==> src/rtl/quad_up_down_decoder.sv <==
// Quadrature decoder: synchronises A/B phases, decodes Gray steps into a loadable wrap-around position count.
// Latency: phase change before edge N shows in count/step/dir/err after edge N+2; decode idle for 4 edges after reset.
// Backpressure: none; the encoder is free-running, and changes faster than one per 2 clk cycles may alias into err.
module quad_up_down_decoder #(
    parameter int WIDTH = 8
) (
    input  logic             clk,
    input  logic             rst,
    input  logic             a_in,
    input  logic             b_in,
    input  logic             load,
    input  logic [WIDTH-1:0] data,
    output logic [WIDTH-1:0] count,
    output logic             step,
    output logic             dir,
    output logic             err
);

    logic       sa1, sa2, sb1, sb2;
    logic [1:0] prev;
    logic [1:0] cur;
    logic [1:0] wu;
    logic       active;
    logic       up_ev;
    logic       dn_ev;
    logic       bad_ev;
    logic [1:0] delta;

    // Rank {a,b} along the up sequence 00->10->11->01, so a step is +/-1 modulo 4.
    function automatic logic [1:0] phase_pos(input logic [1:0] ab);
        logic [1:0] p;
        case (ab)
            2'b00:   p = 2'd0;
            2'b10:   p = 2'd1;
            2'b11:   p = 2'd2;
            default: p = 2'd3;
        endcase
        return p;
    endfunction

    assign cur = {sa2, sb2};

    // Classify the transition prev->cur; a distance of 2 means both phases flipped.
    always_comb begin
        active = (wu == 2'd3);
        delta  = phase_pos(cur) - phase_pos(prev);
        up_ev  = 1'b0;
        dn_ev  = 1'b0;
        bad_ev = 1'b0;
        if (active) begin
            case (delta)
                2'd1:    up_ev  = 1'b1;
                2'd3:    dn_ev  = 1'b1;
                2'd2:    bad_ev = 1'b1;
                default: ;
            endcase
        end
    end

    // Synchronizer, warm-up counter, decode history and registered outputs; load overrides the step on count only.
    always_ff @(posedge clk) begin
        if (!rst) begin
            sa1   <= 1'b0;
            sa2   <= 1'b0;
            sb1   <= 1'b0;
            sb2   <= 1'b0;
            prev  <= 2'b00;
            wu    <= 2'd0;
            count <= '0;
            step  <= 1'b0;
            dir   <= 1'b0;
            err   <= 1'b0;
        end else begin
            sa1  <= a_in;
            sa2  <= sa1;
            sb1  <= b_in;
            sb2  <= sb1;
            prev <= cur;
            if (!active) begin
                wu <= wu + 2'd1;
            end
            step <= up_ev | dn_ev;
            err  <= bad_ev;
            if (up_ev) begin
                dir <= 1'b1;
            end else if (dn_ev) begin
                dir <= 1'b0;
            end
            if (load) begin
                count <= data;
            end else if (up_ev) begin
                count <= count + WIDTH'(1);
            end else if (dn_ev) begin
                count <= count - WIDTH'(1);
            end
        end
    end

endmodule

==> config.mk <==
export PLATFORM = sky130hd
export DESIGN_NAME = quad_up_down_decoder
export DESIGN_NICKNAME = d
export VERILOG_FILES = /design/src/rtl/quad_up_down_decoder.sv
export SDC_FILE = /design/constraint.sdc
export NUM_CORES = 1
export LEC_CHECK = 0
export ABC_AREA = 1
export CORE_UTILIZATION = 50
export CTS_CLUSTER_SIZE = 8
export DETAILED_ROUTE_END_ITERATION = 6
export PLACE_DENSITY = 0.78
export SKIP_CTS_REPAIR_TIMING = 1
export SYNTH_ARGS = -nofsm -noshare
export SYNTH_HDL_FRONTEND = slang
export SYNTH_SLANG_ARGS = --single-unit
==> constraint.sdc <==
create_clock -name clk -period 3.55 [get_ports clk]
set_input_delay 0.71 -clock clk [delete_from_list [all_inputs] [get_ports clk]]
set_output_delay 0.71 -clock clk [all_outputs]
set_load 0.05 [all_outputs]
======== Word level (Yosys, flattened, before mapping) ========
Index checks and enable logic that the tools add are counted.
cells by class
  add/subtract/negate cells ............... 4
  equality and inequality tests ........... 8
  multiplexer cells ....................... 12
  bitwise logic cells ..................... 1
  reductions and logical operators ........ 5
operator list
  kind                                                                    count
  8-bit 2-to-1 mux                                                        3
  2-bit equality test (second input constant)                             7
  2-bit one-hot mux with 3 select lines                                   2
  8-bit by 1-bit adder with 8-bit output (second input constant)          1
  8-bit by 1-bit subtractor with 8-bit output (second input constant)     1
  1-bit 2-to-1 mux                                                        7
  2-bit zero test                                                         2
  3-bit nonzero test                                                      1
  2-bit by 1-bit adder with 2-bit output (second input constant)          1
  2-bit by 1-bit equality test with 1-bit output (second input constant)  1
  2-bit AND reduction                                                     1
  2-bit nonzero test                                                      1
  2-bit subtractor                                                        1
  1-bit bitwise OR                                                        1
word-level totals
  register bits after elaboration ......... 19
  bits of input ports ..................... 13
  word-level logic and storage cells ...... 40

======== Longest topological paths before layout ========
  word-level depth ........................ 9
  depth in mapped cells ................... 17
  mapped depth without buffers ............ 17

======== Least setup slack after synthesis ========
No wires, ideal clock.
  kind .................................... reg2reg
  start point ............................. reg sa2
  end point ............................... reg count[4]
  setup time .............................. 124 ps
  arrival time ............................ 2398 ps
  slack ................................... 1027 ps
  stages on the path, launching flop included .. 13
  buffers on the path ..................... 0
  clock period less this slack ............ 2523 ps
  cell sequence ........................... dfxtp_1 inv_1 ha_1 ha_1 nor2_8 nand3_2 ha_1 nand2_1 nand2_1 a31o_2 or2_0 nand3_1 a31oi_1
on the way
  word-level cells in the longest chain between the ends .. 8
  elaborated cells between the ends (all ways) .. 14
  classes of those cells .................. add/sub: 1; eq/ne: 4; mux: 7; reduce/logical: 2
ends and longest elaborated chain
  what                                                    RTL line  text
  start: declaration                                      19        logic sa1, sa2, sb1, sb2;
  start signal: assignment                                64        sa2 <= 1'b0;
  start signal: assignment                                75        sa2 <= sa1;
  2-bit equality test or 2-bit zero test (tied branches)  32        case (ab)
  2-bit one-hot mux with 3 select lines (*)               32
  2-bit subtractor (*)                                    46        delta = phase_pos(cur) - phase_pos(prev);
  2-bit by 1-bit equality test with 1-bit output          51        case (delta)
  1-bit 2-to-1 mux                                        51
  1-bit 2-to-1 mux                                        50        if (active) begin
  8-bit 2-to-1 mux                                        91        end else if (up_ev) begin
  8-bit 2-to-1 mux                                        89        if (load) begin
  end signal: assignment                                  90        count <= data;
  end signal: assignment                                  92        count <= count + WIDTH'(1);
  end signal: assignment                                  94        count <= count - WIDTH'(1);
  end: declaration                                        13        output logic [WIDTH-1:0] count,
Every way passes the cells marked *; elsewhere a longest branch is shown, timed or not.
A chain may end at the register's enable or synchronous reset.

======== Worst setup path in the final report ========
  start point ............................. reg sa2
  end point ............................... reg count[6]
The elaborated chain is that of the path after synthesis.

==> results.tsv <==
metric	value	unit
H-tree levels	1	
CP max stage cell	ha_1	
Synth top cells by count	nand2_1 (31), inv_1 (22), dfxtp_1 (19)	
first-pass GRT wire length	4150	um
ranking of synthesized cells by area	dfxtp_1 (33%), ha_1 (14%), nand2_1 (10%)	
period utilisation layout	78.6	%
EDFF count, synth	0	
n_diodes	0	
RSZ-0062 raised after global routing	no	
final worst slack	0.758	ns
worst hold path cell count	2	
CTS Root Cell	clkbuf_4	
Design Area, Final	1440	sq um
I/O pin cnt	24	
Synth area leader	dfxtp_1	
Final Wtd Congestion	0.862	
Tot Pwr	536	uW
Pins Over Slew Limit	0	
setup_tns	0	ns
final hold slack	0.427	ns
Util after Layout	65.9	%
Setup crit start kind	flip-flop	
syn nets	175	
Yosys reg bits	19	
Worst Path Required	3.75	ns
die width	50.2	um
CP Capture Type	flip-flop	
FF-to-FF path depth	13	
syn_area_per_cell	7.85	sq um
Cell Area, Placed	1420	sq um
max-cap violations	0	
CP cell instances	inv_1 > ha_1 > ha_1 > nor2_8 > nand3_2 > ha_1 > nand2_1 > nand2_1 > nand2_1 > nand3_1 > or2_2 > nand3_1 > a31oi_1	
final setup vio count	0	
Chip Height	50.2	um
Async SR Flop Fraction	0	%
crit path kind	flip-flop to flip-flop	
met3 GRT Util	2.42	%
die area	2520	sq um
final hold vios	0	
final non-filler cell total	201	
Filler Cells Inserted	193	
leak pwr	0.706	nW
initial antenna violation count	0	
final WL	2350	um
initial core utilization	53.1	%
busiest grt layer	met2	
Hold Path Class	flip-flop to flip-flop	
fmax	0.358	GHz
Synth cell types	27	
most frequent cell after synthesis	nand2_1	
Mapped Cells	148	
Synth Cell Area	1160	sq um
DP Wirelength	1820	um
DR iter-0 viols	13	
GRT Util Overall	22.0	%
P&R area growth vs syn	24.2	%
final net count	201	
Power Dens Cells	372	nW/um^2
number of global-route vias before repair	1039	
sequential share of the synthesized area	32.7	%
drt pass-1 iters	4	
grt met1 use	24.6	%
Worst Path Arrival	2.99	ns
GR Layer Usage met2	40.0	%
Clk Latency, worst-skew pair	0.31	ns
DRC viols	0	
Clock transition at path regs	0.12	ns
via/cell ratio	5.06	
CTS Buffer Depth	2	
worst slew margin relative to its limit	61.5	%
cell row count	17	
VDD IR max	0.000275	V
clock sink count	19	
antenna-violating nets left	0	
CP max FO	10	
Synthesis Warnings	0	
vias after detailed routing	1017	
CTS Buf Count	3	
Final min period	2.79	ns
largest net degree at the start of global routing	13	
top cell type's share of synthesized area	32.7	%
GRT overflow	0	
count of input and output buffers	23	
TritonCTS clock tree	done	
clk_skew	0.00810	ns
Multi-input gate area	677	sq um
status	completed	
DP Worst Slack	0.758	ns
Worst path max stage delay	0.43	ns
total area of sequential cells	380	sq um
Slew @ Worst Pin	0.576	ns
core area	2190	sq um
Placed Instances	197	
ys flop type	dfxtp_1	
routed len/inst	11.7	um
share of layout cells above drive strength 1	12.7	%
layout by cell type (no fill, tap or decap):
| master | instances |
|---|---|
| or2_2 | 1 |
| o21ai_0 | 5 |
| fa_1 | 1 |
| nor2_1 | 8 |
| inv_2 | 3 |
| o21ai_2 | 1 |
| ha_1 | 13 |
| nand2_1 | 31 |
| o221ai_1 | 1 |
| xnor2_1 | 1 |
| or2_0 | 2 |
| nor2_8 | 2 |
| inv_1 | 22 |
| clkinv_2 | 1 |
| clkbuf_4 | 3 |
| nand3_2 | 4 |
| a31oi_1 | 5 |
| a21oi_2 | 1 |
| a31o_2 | 1 |
| nand3_1 | 7 |
| nor2_4 | 1 |
| xor2_1 | 2 |
| clkdlybuf4s50_1 | 23 |
| nand2_2 | 4 |
| nand4_1 | 2 |
| a21oi_1 | 8 |
| a211oi_1 | 1 |
| dfxtp_1 | 19 |
flip-flops by register name, summed over array words and instances, names as in the netlist:
name / flops
step: 1
count: 8
sa1: 1
sa2: 1
err: 1
prev: 2
sb2: 1
dir: 1
wu: 2
sb1: 1
worst max-delay path, delay by kind of cell (launching register included):
| family | cells | cell delay, ns |
|---|---|---|
| AOI/OAI and AO/OA | 1 | 0.08 |
| and+or+nand+nor | 8 | 1.07 |
| adders and majority gates | 3 | 1.09 |
| buffers and inverters | 1 | 0.06 |
| DFF | 1 | 0.38 |
area by class of cell:
type,instances,area share (%)
Timing Repair Buffer,23,15.9
Tap cell,28,2.43
Clock buffer,3,1.56
Multi-Input combinational cell,102,46.9
Inverter,25,6.50
Sequential cell,19,26.3
Clock inverter,1,0.347
cell families after synthesis:
family | synth area share (%)
and+or+nand+nor | 28.3
buffers and inverters | 9.04
AOI/OAI and AO/OA | 11.9
DFF | 32.7
adders and majority gates | 15.7
xor gates and xnor gates | 2.26
path summary, 6_finish.rpt:
path / startpoint / to / slack (ns)
worst max register to register: sa2 / count[6] / 0.76
worst min-delay path: sa1 / sa2 / 0.43
worst min register to register: sa1 / sa2 / 0.43
worst max-delay path: sa2 / count[6] / 0.76
layer usage:
layer | part of all wire [%] | wire (um)
met1 | 45 | 1060
met2 | 49 | 1150
met3 | 3.5 | 83
met4 | 2.3 | 53
met5 | 0 | 0
power breakdown:
group	leakage, nW	internal, mW	switching (mW)
Combinational	0.532	0.0710	0.105
Clock	0.0177	0.0422	0.0756
Sequential	0.156	0.230	0.0127
Note: power is estimated with default switching activity, not from simulation.
